### src/rtl/tartaruga_pkg.sv
// Shared types and constants for the instruction-memory path.
package tartaruga_pkg;

  typedef logic [31:0] bus32_t;

  // Number of 32-bit words in the instruction memory.
  localparam int unsigned IMEM_POS   = 1024;
  localparam int unsigned IMEM_IDX_W = $clog2(IMEM_POS);

  // Fetch sequencing states of the arbiter.
  typedef enum logic [1:0] {
    IDLE     = 2'd0,
    RD_PEND  = 2'd1,
    RSP_HOLD = 2'd2
  } imem_arb_state_t;

  // Held fetch response.
  typedef struct packed {
    bus32_t data;
    logic   err;
  } imem_rsp_t;

endpackage

### src/rtl/imem_addr_check.sv
// Byte address to word index conversion with alignment and range check.
module imem_addr_check
  import tartaruga_pkg::*;
(
  input  bus32_t                addr_i,
  output logic [IMEM_IDX_W-1:0] idx_o,
  output logic                  valid_o
);

  logic [31:0] w_word;

  assign w_word  = {2'b00, addr_i[31:2]};
  assign idx_o   = addr_i[IMEM_IDX_W+1:2];
  assign valid_o = (addr_i[1:0] == 2'b00) && (w_word < 32'(IMEM_POS));

endmodule

### src/rtl/imem_arbiter.sv
// Shares the single-port IMEM between fetch reads and loader writes.
// Fetch reads run through IDLE -> RD_PEND -> RSP_HOLD with one read in
// flight; loader writes complete in their acceptance cycle and win ties
// in IDLE until fetch has waited STARVE_LIMIT loader grants in a row.
// Optional feature: define IMEM_LOADER_EN to enable the loader port.
//
// Handshakes: a transfer happens on a rising clock edge where both valid
// and ready are high; valid never depends on ready, and a held response
// keeps data/err stable until the transfer happens.
module imem_arbiter
  import tartaruga_pkg::*;
#(
  parameter int unsigned STARVE_LIMIT = 4
) (
  input  logic                  clk_i,
  input  logic                  rst_i,
  input  logic                  fetch_req_valid_i,
  output logic                  fetch_req_ready_o,
  input  bus32_t                fetch_addr_i,
  output logic                  fetch_rsp_valid_o,
  input  logic                  fetch_rsp_ready_i,
  output bus32_t                fetch_rsp_data_o,
  output logic                  fetch_rsp_err_o,
  input  logic                  load_valid_i,
  output logic                  load_ready_o,
  input  bus32_t                load_addr_i,
  input  bus32_t                load_data_i,
  output logic                  load_err_o,
  output logic                  mem_req_o,
  output logic                  mem_we_o,
  output logic [IMEM_IDX_W-1:0] mem_idx_o,
  output bus32_t                mem_wdata_o,
  input  bus32_t                mem_rdata_i,
  output imem_arb_state_t       dbg_state_o
);

  imem_arb_state_t       r_state;
  imem_rsp_t             r_rsp;
  logic                  r_rsp_valid;
  logic [IMEM_IDX_W-1:0] w_fetch_idx;
  logic [IMEM_IDX_W-1:0] w_load_idx;
  logic                  w_fetch_ok;
  logic                  w_load_ok;
  logic                  w_fetch_acc;
  logic                  w_load_acc;
  logic                  w_idle;

  imem_addr_check u_fetch_chk (
    .addr_i  (fetch_addr_i),
    .idx_o   (w_fetch_idx),
    .valid_o (w_fetch_ok)
  );

  imem_addr_check u_load_chk (
    .addr_i  (load_addr_i),
    .idx_o   (w_load_idx),
    .valid_o (w_load_ok)
  );

  assign w_idle      = (r_state == IDLE);
  assign w_fetch_acc = fetch_req_valid_i && fetch_req_ready_o;

`ifdef IMEM_LOADER_EN
  localparam logic [3:0] LIMIT = 4'(STARVE_LIMIT);

  logic [3:0] r_starve_cnt;
  logic       r_load_err;
  logic       w_at_limit;

  assign w_at_limit = (r_starve_cnt == LIMIT);

  // Fetch only wins IDLE when the loader is quiet or fetch has starved.
  assign fetch_req_ready_o = !rst_i && w_idle && (!load_valid_i || w_at_limit);
  // The port is free for the loader in every cycle fetch is not granted.
  assign load_ready_o      = !rst_i && (!w_idle || !(fetch_req_valid_i && w_at_limit));
  assign w_load_acc        = load_valid_i && load_ready_o;
  assign load_err_o        = r_load_err;

  // Count loader wins while fetch waits in IDLE; any fetch grant clears.
  always_ff @(posedge clk_i) begin
    if (rst_i) begin
      r_starve_cnt <= '0;
    end else if (w_fetch_acc) begin
      r_starve_cnt <= '0;
    end else if (w_idle && fetch_req_valid_i && load_valid_i && (r_starve_cnt != 4'hF)) begin
      r_starve_cnt <= r_starve_cnt + 4'd1;
    end
  end

  // Sticky flag for loader writes dropped on a bad address.
  always_ff @(posedge clk_i) begin
    if (rst_i) begin
      r_load_err <= 1'b0;
    end else if (w_load_acc && !w_load_ok) begin
      r_load_err <= 1'b1;
    end
  end
`else
  logic w_unused_load;

  assign fetch_req_ready_o = !rst_i && w_idle;
  assign load_ready_o      = 1'b0;
  assign w_load_acc        = 1'b0;
  assign load_err_o        = 1'b0;
  assign w_unused_load     = ^{load_valid_i, load_addr_i, w_load_idx, w_load_ok,
                               4'(STARVE_LIMIT)};
`endif

  // Memory port mux: fetch read on a valid grant, else an accepted write.
  always_comb begin
    mem_req_o   = 1'b0;
    mem_we_o    = 1'b0;
    mem_idx_o   = '0;
    mem_wdata_o = '0;
    if (!rst_i) begin
      if (w_fetch_acc && w_fetch_ok) begin
        mem_req_o = 1'b1;
        mem_idx_o = w_fetch_idx;
      end else if (w_load_acc && w_load_ok) begin
        mem_req_o   = 1'b1;
        mem_we_o    = 1'b1;
        mem_idx_o   = w_load_idx;
        mem_wdata_o = load_data_i;
      end
    end
  end

  // Fetch sequencing FSM with registered response outputs.
  always_ff @(posedge clk_i) begin
    if (rst_i) begin
      r_state     <= IDLE;
      r_rsp       <= '0;
      r_rsp_valid <= 1'b0;
    end else begin
      case (r_state)
        IDLE: begin
          if (w_fetch_acc) begin
            if (w_fetch_ok) begin
              r_state <= RD_PEND;
            end else begin
              r_rsp.data  <= '0;
              r_rsp.err   <= 1'b1;
              r_rsp_valid <= 1'b1;
              r_state     <= RSP_HOLD;
            end
          end
        end
        RD_PEND: begin
          // Read data is from the read cycle, so later writes cannot leak in.
          r_rsp.data  <= mem_rdata_i;
          r_rsp.err   <= 1'b0;
          r_rsp_valid <= 1'b1;
          r_state     <= RSP_HOLD;
        end
        RSP_HOLD: begin
          if (fetch_rsp_ready_i) begin
            r_rsp_valid <= 1'b0;
            r_state     <= IDLE;
          end
        end
        default: begin
          r_state <= IDLE;
        end
      endcase
    end
  end

  assign fetch_rsp_valid_o = r_rsp_valid;
  assign fetch_rsp_data_o  = r_rsp.data;
  assign fetch_rsp_err_o   = r_rsp.err;
  assign dbg_state_o       = r_state;

endmodule
### config.mk
export PLATFORM = sky130hd
export DESIGN_NAME = imem_arbiter
export DESIGN_NICKNAME = d
export VERILOG_FILES = /design/src/rtl/tartaruga_pkg.sv /design/src/rtl/imem_addr_check.sv /design/src/rtl/imem_arbiter.sv
export SDC_FILE = /design/constraint.sdc
export NUM_CORES = 1
export LEC_CHECK = 0
export CAP_MARGIN = 0
export CORE_AREA = 2 2 83 85
export CTS_CLUSTER_SIZE = 25
export DETAILED_ROUTE_END_ITERATION = 6
export DIE_AREA = 0 0 85 87
export PLACE_DENSITY = 0.91
export SYNTH_ARGS = -nofsm -noshare
export SYNTH_HDL_FRONTEND = slang
export SYNTH_SLANG_ARGS = --single-unit
### constraint.sdc
create_clock -name clk_i -period 2.97 [get_ports clk_i]
set_input_delay 0.4455 -clock clk_i [delete_from_list [all_inputs] [get_ports clk_i]]
set_output_delay 0.4455 -clock clk_i [all_outputs]
set_load 0.01 [all_outputs]
==> results of run 1 <==
-- cell usage after synthesis (all sizes together) --
master	instances
buf	39
a211oi	1
a311o	1
o21bai	1
nor2	4
a32o	1
nand4	1
dfxtp	36
nand2b	1
a22o	32
nor3	3
or2	1
inv	1
nand2	2
and2	11
o41ai	1
conb	1
clkbuf	4
o21ai	1
a21oi	2
nor4	6
-- kinds of logic after synthesis --
logic type             after synthesis  synth area share, %
AOI/OAI and AO/OA                   40                 22.3
other                                1                0.232
buffers and inverters               44                 19.8
and+or+nand+nor                     29                 13.1
DFF                                 36                 44.6
-- flip-flops by register name, summed over array words and instances, names as in the netlist --
| signal | cells |
|---|---|
| dbg_state_o | 2 |
| fetch_rsp_data_o | 32 |
| fetch_rsp_err_o | 1 |
| fetch_rsp_valid_o | 1 |
-- path summary, 6_finish.rpt --
kind                         from                    to  depth (start not counted)
max              fetch_addr_i[30]          mem_idx_o[1]                          7
max reg2reg        dbg_state_o[0]  fetch_rsp_data_o[23]                          5
min reg2reg  fetch_rsp_data_o[17]  fetch_rsp_data_o[17]                          1
min          fetch_rsp_data_o[17]  fetch_rsp_data_o[17]                          1
-- area by class of cell --
class	count	area, um^2	share of cell area (%)
inverter	1	3.75	0.133
tap	80	100	3.54
sequential	36	721	25.5
clock buffer	6	72.6	2.56
clock inverter	1	5.00	0.177
timing repair buffer	122	1210	42.8
multi-input combinational	104	717	25.3
-- timing repair --
action	CTS	global route
buffers inserted	0	0
gates resized for setup	0	5
setup endpoints to repair	0	10
-- placed cells by master, fill, tap and decap left out, types with 2 or more instances in the layout --
master,n
nor4_4,2
a22o_1,30
nor2_1,4
a22o_2,2
nor4_2,3
dfxtp_1,36
dlymetal6s2s_1,3
clkbuf_8,5
nor3_1,2
and2_1,11
clkdlybuf4s50_1,112
conb_1,35
buf_4,7
a21oi_1,2
-- stage by stage --
stage               TNS [ns]  std cells  utilization, %  hold slack, ns
global route         -0.0178        350            43.1           0.501
CTS                        0        350            42.8           0.484
global placement           0        343            41.6           0.460
finish                     0        350            43.1           0.480
detailed placement         0        343            41.6           0.463
floorplan                  0        184               -           0.510
-- worst max-delay path: cells and delay by family --
kind / cells / cell delay [ns]
AND/OR/NAND/NOR: 4 / 0.79
buffers and inverters: 3 / 1.15
-- where the power goes --
group	switching, mW	internal [mW]
Sequential	0.00324	0.486
Clock	0.167	0.160
Combinational	0.0610	0.0967
Total	0.232	0.743
-- layer usage --
layer / GRT usage [%] / part of all wire (%) / vias up
met5: 0 / 0 / -
met1: 14.3 / 39 / 663
met2: 20.1 / 49 / 101
met3: 4.74 / 11 / 3
li1: - / - / 707
met4: 2.60 / 0.60 / 0
==> key figures, run 1 <==
Run status
  – Outcome: finished clean

Layout
  – Number of nets in the finished design: 403
  – Share of layout cells above drive strength 1: 8.89%
  – N_diodes: 0
  – Final-layout fill cell count: about 640
  – Synthesis-to-finish area growth: 75.1%
  – Final Instance Area: 2830 um^2

Synth
  – Summed instance area of the synthesized netlist: 1620 um^2
  – Count of cell types in the netlist: 27
  – #FFs+latches synth: 36
  – Proportion of netlist area held by the largest area contributor: between 40% and 50%
  – Cell type with the highest aggregate area in the netlist: dfxtp_1
  – Sequential fraction of the synthesis area: 44.6%
  – Dominant cells by area after synthesis: dfxtp_1 45%, a22o_1 16%, buf_4 16%
  – Mean post-synth cell area: 10.8 um^2
  – Count of yosys warnings during synthesis: 0
  – Synthesized instance count: 150

Die
  – Top-level I/O count: ~220
  – Total die area: approximately 7400 um^2
  – Die extent in y: 87 um
  – Die span in x: 85 um
  – Placeable core area: about 6600 um^2
  – Initial core utilization: roughly 25%
  – Placement row count: 30

Setup path
  – Stage delay of the slowest cell on the critical path: about 0.54 ns
  – Cells traversed along the worst timing path: clkdlybuf4s50_1 -> nor4_4 -> nand4_2 -> nor3_2 -> buf_4 -> and2_1 -> clkdlybuf4s50_1
  – CP Data Arrival Time: about 2.4 ns
  – Crit-path max FO: 11
  – Most prevalent standard cell on the critical path: clkdlybuf4s50_1
  – Data required, critical path: between 2 and 3 ns
  – Startpoint type of the worst setup path: input port
  – Critical path start-end classification: in -> out
  – Slowest library cell on the worst path: clkdlybuf4s50_1
  – Reg2reg setup slack: 1.42 ns
  – Worst Setup End Kind: output port

Timing
  – Final worst path period share: between 90% and 100%
  – Endpoints failing hold: 0
  – Max Slew Vio Count: 0
  – Minimum clock period after layout: approximately 2.8 ns
  – Worst Slack Setup Final: 0.135 ns
  – Clock Skew: between 0.005 and 0.006 ns
  – Count of final setup violators: 0
  – Upper clock frequency limit: between 0.3 and 0.4 GHz

Route
  – Post-detailed-route DRC marker count: 0
  – Number of optimization iterations in the first detailed-route pass: 3
  – Post-route ant nets: 0
  – Routed Wire Length: 4.50 mm
  – Vias per inst: approximately 4.2
  – Routed vias: between 1000 and 1500
  – Iteration-0 DRC Markers: 19
  – Detail-routed net length per standard cell: 12.9 um

Pwr
  – Maximum vdd drop: 0.196 mV
  – Leakage dissipation: approximately 1.2 nW
  – Total Power Consumption: ~970 uW
  – Power Dens Cells: between 300 and 400 nW/um^2

Placement
  – Setup slack at placement: 0.0939 ns
  – RePlAce Congestion: between 0.6 and 0.7
  – Detailed placement HPWL: approximately 3.5 mm
  – Post-placement cell area: 2730 um^2
  – Count of buffers inserted at the top-level ports: about 120

Clocking
  – Clock Latency Late Sink: between 0.2 and 0.3 ns
  – Cell at the root of the clock tree: clkbuf_8
  – Cts hold-fix bufs: 0
  – Clock net sink count: 36
  – Deepest level of the CTS H-tree: 2
  – Maximum root-to-sink buffer count: 2
  – CTS Buf Count: 5
  – Clk pin slew, worst setup/hold paths: about 0.07 ns
  – Clock tree from TritonCTS: built

GRT
  – Pin count of the biggest net entering global routing: 20
  – Wire length of the first global-routing pass: between 6 and 7 mm
  – GRT Residual Overflow: 0
  – Number of antenna violations at the first check in global routing: 0
  – Gr usage total: 11.9%
  – Number of global-route vias before repair: 1446

Run
  – # Max-Cap Violations: 0

Worst hold path
  – Worst Hold Class: reg -> reg
No activity file was read; power rests on OpenSTA's default activity.
==> run 2: changes to the inputs <==
SKIP_LAST_GASP = 1   (was unset)
==> key figures, run 2 (synthesis results as in run 1) <==
Timing
  – Count of final setup violators: 0
  – Endpoints failing hold: 0
  – Upper clock frequency limit: between 0.3 and 0.4 GHz
  – Final worst path period share: roughly 96%
  – Clock Skew: between 0.005 and 0.006 ns
  – Max Slew Vio Count: 0
  – RSZ-0062 raised after global routing: true
  – Minimum clock period after layout: ~2.8 ns
  – Final TNS setup: 0 ns

Layout
  – Most common cell after layout, fill and taps aside: clkdlybuf4s50_1
  – Number of nets in the finished design: slightly above 400
  – Synthesis-to-finish area growth: 74.5%
  – Most used cells in the layout excluding fill and tap cells: 114 x clkdlybuf4s50_1, 36 x dfxtp_1, 35 x conb_1
  – N_diodes: 0
  – Final core utilization: a little over two fifths
  – Flip-flop count of the largest register, all copies and words added: 32
  – Share of layout cells above drive strength 1: 8.52%
  – Layout Cells excl Fill: 350
  – Final Instance Area: 2820 um^2

Clocking
  – Clock Latency Late Sink: between 0.2 and 0.3 ns
  – Clock tree from TritonCTS: built
  – Cell at the root of the clock tree: clkbuf_8
  – Maximum root-to-sink buffer count: 2
  – CTS Buf Count: 5
  – Deepest level of the CTS H-tree: 2
  – Cts hold-fix bufs: 0
  – Clk pin slew, worst setup/hold paths: around 0.070 ns
  – Clock net sink count: 36

GRT
  – Number of global-route vias before repair: 1446
  – Global routing usage on met1: between 10 and 15%
  – GRT Residual Overflow: 0
  – Most Used Layer, Global Route: met2
  – Met3 Usage GRT: under 10%
  – Number of antenna violations at the first check in global routing: 0
  – Gr usage total: between 10% and 20%
  – Pin count of the biggest net entering global routing: 20
  – Wire length of the first global-routing pass: about 7.0 mm
  – Global Route met2 Usage: ~20%

Placement
  – Post-placement cell area: ~2700 um^2
  – Dpl cells: 343
  – Count of buffers inserted at the top-level ports: roughly 120
  – Detailed placement HPWL: between 3 and 4 mm
  – RePlAce Congestion: between 0.6 and 0.7

Setup path
  – Startpoint type of the worst setup path: input port
  – CP Data Arrival Time: approximately 2.4 ns
  – Critical path start-end classification: in -> out
  – Stage delay of the slowest cell on the critical path: between 0.5 and 0.6 ns
  – Worst Setup End Kind: output port
  – Data required, critical path: 2.52 ns
  – Crit-path max FO: 11
  – Slowest library cell on the worst path: clkdlybuf4s50_1
  – Most prevalent standard cell on the critical path: clkdlybuf4s50_1
  – Cells traversed along the worst timing path: clkdlybuf4s50_1 -> nor4_4 -> nand4_2 -> nor3_1 -> buf_4 -> and2_1 -> clkdlybuf4s50_1

Pwr
  – Maximum vdd drop: roughly 0.2 mV
  – Power Dens Cells: about 350 nW/um^2
  – Total Power Consumption: just under 1 mW
  – Leakage dissipation: about 1.1 nW

Route
  – Routed Wire Length: approximately 4.5 mm
  – Post-route ant nets: 0
  – Iteration-0 DRC Markers: 22
  – Vias per inst: approximately 4.2
  – Post-detailed-route DRC marker count: 0
  – Number of optimization iterations in the first detailed-route pass: 3
  – Detail-routed net length per standard cell: 12.7 um
  – Routed vias: about 1500

Die
  – Placement row count: 30
  – Die extent in y: slightly below 90 um
  – Top-level I/O count: about 220
  – Die span in x: between 80 and 90 um
  – Initial core utilization: approximately 25%
  – Placeable core area: roughly 6600 um^2
  – Total die area: 7400 um^2

Run
  – # Max-Cap Violations: 0

Run status
  – Outcome: finished clean

Worst hold path
  – Worst Hold Class: reg -> reg
## run 2: changes by cell type in the layout (fill, tap and decap cells not counted), sizes merged
cell	before	now
dlymetal6s2s	3	1
clkdlybuf4s50	112	114
## run 2: worst max-delay path: cells and delay by family
family | cells | cell delay, ns
buffers and inverters | 3 | 1.17
and+or+nand+nor | 4 | 0.78
## run 2: path summary, 6_finish.rpt
kind,startpoint,endpoint,slack (ns),cells after the start
hold / removal,fetch_rsp_data_o[17],fetch_rsp_data_o[17],0.48,1
setup reg to reg,dbg_state_o[0],fetch_rsp_data_o[23],1.42,5
hold reg to reg,fetch_rsp_data_o[17],fetch_rsp_data_o[17],0.48,1
setup / recovery,fetch_addr_i[30],mem_idx_o[9],0.13,7
## run 2: per-layer routing
metal | wire length [um] | up-vias
li1 | - | 707
met1 | 1760 | 657
met2 | 2150 | 101
met3 | 524 | 3
met4 | 27 | 0
met5 | 0 | -
## run 2: area by class of cell
class	instances	area, um^2
fillers	638	3750
clock inverters	1	5.00
flip-flops and latches	36	721
multi-input cells	104	712
clock buffers	6	72.6
well taps	80	100
repair buffers	122	1210
inverters	1	3.75
## run 2: repair_timing
action,CTS,global route
setup buffers,0,0
endpoints found under the setup margin,0,10
gates resized for setup,0,2
endpoints found under the hold margin,0,0
## run 2: per-stage QoR
step           worst slack, ns  hold WS (ns)
2_1_floorplan             1.02         0.510
3_3_place_gp             0.106         0.460
3_5_place_dp            0.0939         0.463
4_1_cts                 0.0815         0.484
5_1_grt                -0.0340         0.501
6_report                 0.133         0.480
## run 2: power breakdown
part	total [mW]	switching [mW]	internal [mW]
Clock	0.326	0.167	0.160
Sequential	0.490	0.00323	0.486
Combinational	0.157	0.0607	0.0967
